===== src/rtl/fifo_wr_arbiter_if.sv =====
// Producer-side handshake plus FIFO write port seen by fifo_wr_arbiter.
// The arbiter attaches as master; the producers and the FIFO attach as slave.
interface fifo_wr_arbiter_if #(
    parameter int NUM_REQ = 4,
    parameter int DATA_W  = 8
);
    localparam int IDW = $clog2(NUM_REQ);

    logic [NUM_REQ-1:0]        in_valid;
    logic [NUM_REQ-1:0]        in_last;
    logic [NUM_REQ*DATA_W-1:0] in_data;
    logic [NUM_REQ-1:0]        in_ready;
    logic                      fifo_wr_en;
    logic [DATA_W-1:0]         fifo_wr_data;
    logic                      fifo_full;
    logic [IDW-1:0]            grant_id;
    logic                      burst_active;
    logic                      timeout_err;

    modport master (
        input  in_valid, in_last, in_data, fifo_full,
        output in_ready, fifo_wr_en, fifo_wr_data, grant_id, burst_active, timeout_err
    );

    modport slave (
        output in_valid, in_last, in_data, fifo_full,
        input  in_ready, fifo_wr_en, fifo_wr_data, grant_id, burst_active, timeout_err
    );
endinterface


===== src/rtl/fifo_wr_arbiter.sv =====
// Round-robin, burst-locking write arbiter sharing one FIFO write port among producers.
// Handshake is zero-latency: grant and write data are combinational from registered state.
module fifo_wr_arbiter #(
    parameter int NUM_REQ   = 4,
    parameter int DATA_W    = 8,
    parameter int BURST_MAX = 16,
    parameter int TIMEOUT   = 32
) (
    input  logic              clk,
    input  logic              rst_n,
    fifo_wr_arbiter_if.master arb_if
);
    // state   | meaning
    // S_IDLE  | no owner; each cycle pick the next valid producer after rr_q
    // S_BURST | owner_q holds the port until last beat, BURST_MAX beats or timeout
    localparam int IDW = $clog2(NUM_REQ);
    localparam int BCW = $clog2(BURST_MAX + 1);
    localparam int ICW = $clog2(TIMEOUT + 1);

    typedef enum logic {S_IDLE, S_BURST} state_t;

    state_t         state_q, state_d;
    logic [IDW-1:0] rr_q, rr_d;
    logic [IDW-1:0] owner_q, owner_d;
    logic [IDW-1:0] grant_q, grant_d;
    logic [BCW-1:0] beat_q, beat_d;
    logic [ICW-1:0] idle_q, idle_d;
    logic           burst_q, burst_d;
    logic           terr_q, terr_d;

    logic [IDW-1:0]     idx;
    logic [IDW-1:0]     sel_idle;
    logic [IDW-1:0]     pick;
    logic               found;
    logic               cand;
    logic [NUM_REQ-1:0] pick_oh;
    logic [NUM_REQ-1:0] ready;
    logic               pick_valid;
    logic               pick_last;
    logic               xfer;
    logic [DATA_W-1:0]  wr_data;

    always_comb begin
        idx      = rr_q;
        sel_idle = '0;
        found    = 1'b0;
        for (int k = 0; k < NUM_REQ; k++) begin
            idx = (idx == IDW'(NUM_REQ - 1)) ? '0 : idx + 1'b1;
            if (!found && arb_if.in_valid[idx]) begin
                found    = 1'b1;
                sel_idle = idx;
            end
        end
        pick    = (state_q == S_BURST) ? owner_q : sel_idle;
        cand    = (state_q == S_BURST) || found;
        pick_oh = '0;
        wr_data = '0;
        for (int i = 0; i < NUM_REQ; i++) begin
            if (pick == IDW'(i)) begin
                pick_oh[i] = 1'b1;
                wr_data    = arb_if.in_data[i*DATA_W +: DATA_W];
            end
        end
        pick_valid = |(arb_if.in_valid & pick_oh);
        pick_last  = |(arb_if.in_last & pick_oh);
        // reset gating keeps ready low the instant rst_n falls, not just after the flops clear
        ready      = (rst_n && cand && !arb_if.fifo_full) ? pick_oh : '0;
        xfer       = |(ready & arb_if.in_valid);
    end

    assign arb_if.in_ready     = ready;
    assign arb_if.fifo_wr_en   = xfer;
    assign arb_if.fifo_wr_data = wr_data;
    assign arb_if.grant_id     = grant_q;
    assign arb_if.burst_active = burst_q;
    assign arb_if.timeout_err  = terr_q;

    always_comb begin
        state_d = state_q;
        rr_d    = rr_q;
        owner_d = owner_q;
        grant_d = grant_q;
        beat_d  = beat_q;
        idle_d  = idle_q;
        terr_d  = 1'b0;
        case (state_q)
            S_IDLE: begin
                if (xfer) begin
                    grant_d = pick;
                    if (pick_last || BURST_MAX == 1) begin
                        rr_d = pick;
                    end else begin
                        state_d = S_BURST;
                        owner_d = pick;
                        beat_d  = BCW'(1);
                        idle_d  = '0;
                    end
                end
            end
            S_BURST: begin
                if (xfer) begin
                    beat_d = beat_q + 1'b1;
                    idle_d = '0;
                    if (pick_last || beat_q == BCW'(BURST_MAX - 1)) begin
                        state_d = S_IDLE;
                        rr_d    = owner_q;
                    end
                end else if (pick_valid) begin
                    idle_d = '0;
                end else if (!arb_if.fifo_full) begin
                    // full cycles are not the owner's fault, so they neither count nor clear
                    if (idle_q == ICW'(TIMEOUT - 1)) begin
                        state_d = S_IDLE;
                        rr_d    = owner_q;
                        terr_d  = 1'b1;
                    end else begin
                        idle_d = idle_q + 1'b1;
                    end
                end
            end
            default: state_d = S_IDLE;
        endcase
        burst_d = (state_d == S_BURST);
    end

    always_ff @(posedge clk or negedge rst_n) begin
        if (!rst_n) begin
            state_q <= S_IDLE;
            rr_q    <= IDW'(NUM_REQ - 1);
            owner_q <= '0;
            grant_q <= '0;
            beat_q  <= '0;
            idle_q  <= '0;
            burst_q <= 1'b0;
            terr_q  <= 1'b0;
        end else begin
            state_q <= state_d;
            rr_q    <= rr_d;
            owner_q <= owner_d;
            grant_q <= grant_d;
            beat_q  <= beat_d;
            idle_q  <= idle_d;
            burst_q <= burst_d;
            terr_q  <= terr_d;
        end
    end
endmodule


===== src/flat_wrapper.sv =====
// flat-port wrapper written by rule: the top's interface ports become plain ports
module fifo_wr_arbiter_flat 
#(
    parameter int NUM_REQ   = 4,
    parameter int DATA_W    = 8,
    parameter int BURST_MAX = 16,
    parameter int TIMEOUT   = 32
)
  (clk, rst_n, arb_if_in_valid, arb_if_in_last, arb_if_in_data, arb_if_fifo_full, arb_if_in_ready, arb_if_fifo_wr_en, arb_if_fifo_wr_data, arb_if_grant_id, arb_if_burst_active, arb_if_timeout_err);
  fifo_wr_arbiter_if #(.NUM_REQ(NUM_REQ), .DATA_W(DATA_W)) arb_if_i ();
  input  logic clk;
  input  logic rst_n;
  input wire logic [$bits(arb_if_i.in_valid)-1:0] arb_if_in_valid;
  input wire logic [$bits(arb_if_i.in_last)-1:0] arb_if_in_last;
  input wire logic [$bits(arb_if_i.in_data)-1:0] arb_if_in_data;
  input wire logic [$bits(arb_if_i.fifo_full)-1:0] arb_if_fifo_full;
  output wire logic [$bits(arb_if_i.in_ready)-1:0] arb_if_in_ready;
  output wire logic [$bits(arb_if_i.fifo_wr_en)-1:0] arb_if_fifo_wr_en;
  output wire logic [$bits(arb_if_i.fifo_wr_data)-1:0] arb_if_fifo_wr_data;
  output wire logic [$bits(arb_if_i.grant_id)-1:0] arb_if_grant_id;
  output wire logic [$bits(arb_if_i.burst_active)-1:0] arb_if_burst_active;
  output wire logic [$bits(arb_if_i.timeout_err)-1:0] arb_if_timeout_err;
  assign arb_if_i.in_valid = arb_if_in_valid;
  assign arb_if_i.in_last = arb_if_in_last;
  assign arb_if_i.in_data = arb_if_in_data;
  assign arb_if_i.fifo_full = arb_if_fifo_full;
  assign arb_if_in_ready = arb_if_i.in_ready;
  assign arb_if_fifo_wr_en = arb_if_i.fifo_wr_en;
  assign arb_if_fifo_wr_data = arb_if_i.fifo_wr_data;
  assign arb_if_grant_id = arb_if_i.grant_id;
  assign arb_if_burst_active = arb_if_i.burst_active;
  assign arb_if_timeout_err = arb_if_i.timeout_err;
  fifo_wr_arbiter #(.NUM_REQ(NUM_REQ), .DATA_W(DATA_W), .BURST_MAX(BURST_MAX), .TIMEOUT(TIMEOUT)) u_core (.clk(clk), .rst_n(rst_n), .arb_if(arb_if_i));
endmodule

===== config.mk =====
export PLATFORM = sky130hd
export DESIGN_NAME = fifo_wr_arbiter_flat
export DESIGN_NICKNAME = d
export VERILOG_FILES = /design/src/rtl/fifo_wr_arbiter_if.sv /design/src/rtl/fifo_wr_arbiter.sv /design/src/flat_wrapper.sv
export SDC_FILE = /design/constraint.sdc
export NUM_CORES = 1
export LEC_CHECK = 0
export CAP_MARGIN = 10
export CORE_AREA = 2 2 71 60
export CTS_BUF_LIST = sky130_fd_sc_hd__clkbuf_8
export CTS_CLUSTER_SIZE = 12
export DETAILED_ROUTE_END_ITERATION = 8
export DIE_AREA = 0 0 73 62
export GPL_TIMING_DRIVEN = 0
export PLACE_DENSITY = 0.95
export SLEW_MARGIN = 25
export SYNTH_ARGS = -nofsm -noshare
export SYNTH_HDL_FRONTEND = slang
export SYNTH_SLANG_ARGS = --single-unit

===== constraint.sdc =====
create_clock -name clk -period 10.26 [get_ports clk]
set_input_delay 2.052 -clock clk [delete_from_list [all_inputs] [get_ports clk]]
set_output_delay 2.052 -clock clk [all_outputs]
set_load 0.01 [all_outputs]

==> impl_metrics.ini, run 1 <==
[cts]
clk_latency_ps = 260
cts_resized = 0
cts_max_level = 1
cts.path.max_buffers = 2
cts_root_buf = clkbuf_8
cts_tree = done
numCtsBuffers = 3
post_cts_buffers = 0
ctsHoldBuffers = 0
cts.clk_slew.worst_paths_ps = 70
cts.sinks = 19

[placement]
io_buffers = 56
dp_cells = 328
hpwl_um = 4200
place_congestion = 0.964

[floorplan]
core_area_um2 = 3920
io_pins = 60
dieArea_um2 = 4530
rows = 21
initial_core_util = 0.499
die_y_um = 62
die_w_um = 73

[pwr]
p_leak_nw = 1.07
ir_worst_vdd_uv = 212
power_density_nw_per_um2 = 338

[logic_synthesis]
ys.warnings.count = 0
synth_seq_cells = 19
async_flop_share = 1.00
synth_fa_ha_area_frac = 0.0256
synth_top_family_by_area = compound AO/OA/AOI/OAI gates
synth_nets = 273
ys_seq_area_frac = 0.245
syn_area_um2 = 1950
synth-simple-area-share = 0.188
avgSynthCellArea_um2 = 8.65
synth_cell_types = 67
synth-edff-count = 0
synth_compound_gate_area_share = 0.287
synthCells = 226
synth.mux.area_fraction = 0.191
synth-xor-area-share = 0.00448
ys.flop_type = dfrtp_1

[hold_path]
hp-class = register to register
hp-start = u_core.beat_q[4]$_DFFE_PN0P_

[finish]
antenna_cells = 0
nets = 334
utilization = 0.670
syn2layout_area_growth_pct = 34.1
num-fill-cells = 321
drive_gt1_frac = 0.133
fin_cells = 332

[drt]
routed_wl_um = 5430
vias_per_cell = 6.16
vias = 2046
final_antenna_net_count = 0
drt_iter0_drc = 179
dr.pass1.iters = 4
post_drt_wl_per_cell_um = 16.4
drc = 0

[critical_path]
critPathLaunchType = input port
arrival_ps = 5450
worstReg2RegStart = u_core.rr_q[0]$_DFFE_PN1P_
crit_type = input port to output pin
cp-startpoint = arb_if_in_valid[3]
end_kind = output pin
cp_data_required_time_ps = 8210
crit_fanout = 10

[timing]
min_period_over_period = 0.731
setup_violations = 0
rsz0062_at_grt = false
finalHoldViolations = 0
finalSetupTns_ps = 0
worstMarginPinSlew_ps = 890
fin_worst_skew_ps = 8.96
holdWs_ps = 499
final.min_clock_period_ps = 7500
relSlewSlack = 0.405
fmax_ghz = 0.133
slew_violations = 0

[global_routing]
grt_overflow_total = 0
grt_pass1_vias = 1857
antenna_found_initial = 0
grt_pass1_wl_um = 8400
grtUsageTotal = 0.241
grt_start_max_net_pins = 22

[job]
cap_violations = 0

[outcome]
status = completed
## report_power, final
group | internal, mW | switching, mW | leakage (nW)
Sequential | 0.106 | 0.0233 | 0.236
Combinational | 0.321 | 0.380 | 0.809
Clock | 0.0274 | 0.0270 | 0.0217
## through the flow
stage / setup slack (ps) / power, mW / cell area [um^2]
floorplan: 3960 / 0.600 / 1950
global placement: 2890 / 0.796 / 2570
detailed placement: 2780 / 0.819 / 2570
CTS: 2770 / 0.880 / 2620
global route: 2550 / 0.953 / 2620
finish: 2760 / 0.885 / 2620
## layout make-up
cell class | count | area [um^2] | share of cell area
Clock inverter | 1 | 7.51 | 0.00286
Sequential cell | 19 | 478 | 0.182
Multi-Input combinational cell | 182 | 1360 | 0.519
Clock buffer | 3 | 41.3 | 0.0158
Timing Repair Buffer | 56 | 561 | 0.214
Buffer | 17 | 86.3 | 0.0329
Inverter | 8 | 30.0 | 0.0115
Tap cell | 46 | 57.6 | 0.0220
## cell usage in the layout, fill, tap and decap left out, types with 4 or more instances in the layout
cell type / Yosys / final
clkdlybuf4s50_1: 0 / 56
a21oi_1: 18 / 18
mux2_1: 4 / 4
ha_1: 4 / 4
nand3_1: 8 / 8
mux2i_1: 14 / 14
nor3_1: 4 / 4
nand2_1: 15 / 15
buf_2: 5 / 5
a21o_1: 5 / 5
o211ai_1: 4 / 4
dfrtp_1: 17 / 17
nor2_1: 21 / 21
clkbuf_1: 9 / 9
inv_1: 7 / 7
mux2_2: 10 / 10
## cell families after synthesis
logic type	count (synthesis)
adder cells (fa/ha/maj)	4
AO/OA/AOI/OAI	73
buffers and inverters	25
flip-flops	19
XOR/XNOR	1
multiplexers	32
AND/OR/NAND/NOR	72
## final timing paths
kind,end,slack (ps),cells after the start
max,arb_if_fifo_wr_data[5],2760,12
min in group asynchronous,u_core.arb_if.grant_id[0]$_DFFE_PN0P_,2290,1
min reg2reg,u_core.beat_q[4]$_DFFE_PN0P_,500,1
min,u_core.beat_q[4]$_DFFE_PN0P_,500,1
max reg2reg,u_core.arb_if.grant_id[0]$_DFFE_PN0P_,6630,10
max in group asynchronous,u_core.owner_q[1]$_DFFE_PN0P_,7420,1
## routing by layer
metal  vias to the layer above  GRT usage  wire (um)
li1                        980          -          -
met1                       970      0.324       2320
met2                        86      0.391       2610
met3                        10     0.0435        409
met4                         0     0.0952         89
met5                         -          0          0
## cell usage after synthesis (all sizes together) (3+ instances only)
| cell | n | area share |
|---|---|---|
| a21boi | 3 | 0.012 |
| a21o | 5 | 0.019 |
| a21oi | 20 | 0.055 |
| a22o | 3 | 0.013 |
| and3 | 3 | 0.0096 |
| buf | 7 | 0.024 |
| clkbuf | 10 | 0.020 |
| dfrtp | 17 | 0.22 |
| ha | 4 | 0.026 |
| inv | 8 | 0.015 |
| mux2 | 16 | 0.096 |
| mux2i | 14 | 0.072 |
| nand2 | 15 | 0.029 |
| nand3 | 8 | 0.020 |
| nor2 | 21 | 0.040 |
| nor2b | 3 | 0.0096 |
| nor3 | 5 | 0.015 |
| o211ai | 5 | 0.022 |
| o21ai | 5 | 0.015 |
| o221ai | 3 | 0.013 |
| o2bb2ai | 3 | 0.013 |
| or3 | 3 | 0.0096 |
## worst max-delay path: stages
cell and delay (ps):
clkdlybuf4s50_1 490, buf_2 210, nand3b_1 130, o31ai_1 100, a221o_1 450, a21oi_1 340, mux2_2 240, buf_2 250
buf_2 320, mux2i_1 120, a21oi_1 190, clkdlybuf4s50_1 560
## state kept, by name (all words and copies together) (netlist names)
signal,cells
u_core.owner_q,2
u_core.idle_q,6
u_core.arb_if.timeout_err,1
u_core.state_q,1
u_core.beat_q,5
u_core.arb_if.grant_id,2
u_core.rr_q,2
(Power assumes the default switching activity.)
==> run 2: changes to the inputs <==
Settings changed: CORE_AREA 2 2 71 60 to 2 2 74 62, DIE_AREA 0 0 73 62 to 0 0 76 64, PLACE_DENSITY 0.95 to 0.9.
Clock period 10.26 ns to 7.6 ns, I/O delays scaled along.
==> impl_metrics.ini, run 2 (synthesized netlist as in run 1, its figures left out) <==
[outcome]
status = completed

[job]
cap_violations = 0

[pwr]
comb_power_share = 0.796
power_density_nw_per_um2 = 455
ir_worst_vdd_uv = 305
p_int_uw = 614
switching_power_uw = 585
p_clk_frac = 0.060
p_leak_nw = 1.07
seq_power_share = 0.144
p_sw_frac = 0.488

[placement]
dp_cells = 339
post_dp_cell_area_um2 = 2590
pre_cts_slack_ps = 1250
place_congestion = 0.932
io_buffers = 56
hpwl_um = 4190

[hold_path]
whs_path_depth = 1
hp-class = register to register
hold_end = u_core.beat_q[4]$_DFFE_PN0P_
hp-start = u_core.beat_q[4]$_DFFE_PN0P_

[critical_path]
reg2reg_slack_ps = 4070
path_cells = clkdlybuf4s50_1 > buf_2 > nand3b_1 > o31ai_1 > a221o_1 > a21oi_1 > mux2_2 > buf_2 > buf_2 > mux2i_1 > a21oi_1 > clkdlybuf4s50_1
worstReg2RegStart = u_core.rr_q[0]$_DFFE_PN1P_
critPathLaunchType = input port
cp-startpoint = arb_if_in_valid[3]
critPathMaxStageDelay_ps = 560
reg2reg_to = u_core.owner_q[0]$_DFFE_PN0P_
cp_data_required_time_ps = 6080
cp_slowest_cell = clkdlybuf4s50_1
arrival_ps = 4850
path_common_cell = buf_2
r2r_cells = 9
end_kind = output pin
critical-path-top-delay-family = buffers and inverters
cp_num_buf_inv = 5
crit_type = input port to output pin
crit_fanout = 10

[timing]
finalHoldViolations = 0
fin_worst_skew_ps = 1.56
fmax_ghz = 0.157
rsz0062_at_grt = false
fin_ws_ps = 1230
finalSetupTns_ps = 0
setup_violations = 0
relSlewSlack = 0.413
slew_violations = 0
worstMarginPinSlew_ps = 878
min_period_over_period = 0.838
final.min_clock_period_ps = 6370

[cts]
cts_root_buf = clkbuf_8
clk_latency_ps = 260
cts_tree = done
cts.path.max_buffers = 2
post_cts_buffers = 0
cts.clk_slew.worst_paths_ps = 70
cts_resized = 0
cts_max_level = 1
ctsHoldBuffers = 0
numCtsBuffers = 3
cts.sinks = 19

[drt]
routed_wl_um = 5260
vias = 2041
dr.pass1.iters = 4
final_antenna_net_count = 0
vias_per_cell = 5.95
post_drt_wl_per_cell_um = 15.3
drc = 0
drt_iter0_drc = 276

[finish]
drive_gt1_frac = 0.133
utilization = 0.647
top_register = u_core.idle_q
fin_cells = 343
nets = 334
antenna_cells = 0
largest_register_ffs = 6
most-common-layout-cells = clkdlybuf4s50_1 (56), nor2_1 (21), a21oi_1 (18)
fin_area_um2 = 2640
layout_commonest_cell = clkdlybuf4s50_1
largest_registers = u_core.idle_q: 6 flops, u_core.beat_q: 5 flops
syn2layout_area_growth_pct = 34.8

[global_routing]
grtUsageTotal = 0.224
grt_overflow_total = 0
grt_start_max_net_pins = 22
grt_pass1_wl_um = 8820
antenna_found_initial = 0
grt_pass1_vias = 1974

[floorplan]
io_pins = 60
initial_core_util = 0.480
dieArea_um2 = 4860
core_area_um2 = 4070
rows = 21
die_y_um = 64
die_w_um = 76
## run 2: cell counts in the layout (fill, tap and decap cells not counted)
No cell type changed its count.
## run 2: worst max path at each step
stage,to,slack [ps],cells past startpoint
floorplan,arb_if_fifo_wr_data[1],2370,9
global placement,arb_if_fifo_wr_data[3],1340,12
detailed placement,arb_if_fifo_wr_data[3],1250,12
CTS,arb_if_fifo_wr_data[3],1260,12
global route,arb_if_fifo_wr_data[3],1020,12
finish,arb_if_fifo_wr_data[3],1230,12
## run 2: final cells by class
| type | instances | area, um^2 |
|---|---|---|
| plain buffers | 17 | 86.3 |
| clock buffers | 3 | 41.3 |
| clock inverters | 1 | 7.51 |
| fillers | 338 | 1440 |
| inverters | 8 | 30.0 |
| multi-input cells | 182 | 1360 |
| flip-flops and latches | 19 | 478 |
| well taps | 57 | 71.3 |
| repair buffers | 56 | 561 |
## run 2: routing by layer
| metal | up-vias | wire (um) | share of wire | GRT usage |
|---|---|---|---|---|
| met4 | 0 | 45 | 0.0086 | 0.0591 |
| li1 | 984 | - | - | - |
| met1 | 944 | 2330 | 0.44 | 0.293 |
| met2 | 107 | 2360 | 0.45 | 0.363 |
| met3 | 6 | 523 | 0.10 | 0.0678 |
| met5 | - | 0 | 0 | 0 |
## run 2: worst register-to-register path: cells and delay by family (launching register included)
family	cells	cell delay, ps
flip-flops	1	550
AO/OA/AOI/OAI	3	870
AND/OR/NAND/NOR	1	260
multiplexers	3	1160
buffers and inverters	1	370
adder cells (fa/ha/maj)	1	210
## run 2: metrics by stage
stage	hold slack [ps]	total power [mW]
floorplan	456	0.810
detailed placement	480	1.11
global placement	474	1.09
global route	531	1.29
CTS	501	1.19
finish	510	1.20
## run 2: power groups by stage
stage | Clock [mW] | Combinational [mW] | Sequential (mW)
3_5_place_dp | 0 | 0.941 | 0.174
4_1_cts | 0.0740 | 0.945 | 0.172
6_report | 0.0716 | 0.954 | 0.173
3_3_place_gp | 0 | 0.917 | 0.170
2_1_floorplan | 0 | 0.640 | 0.170
5_1_grt | 0.0804 | 1.03 | 0.177
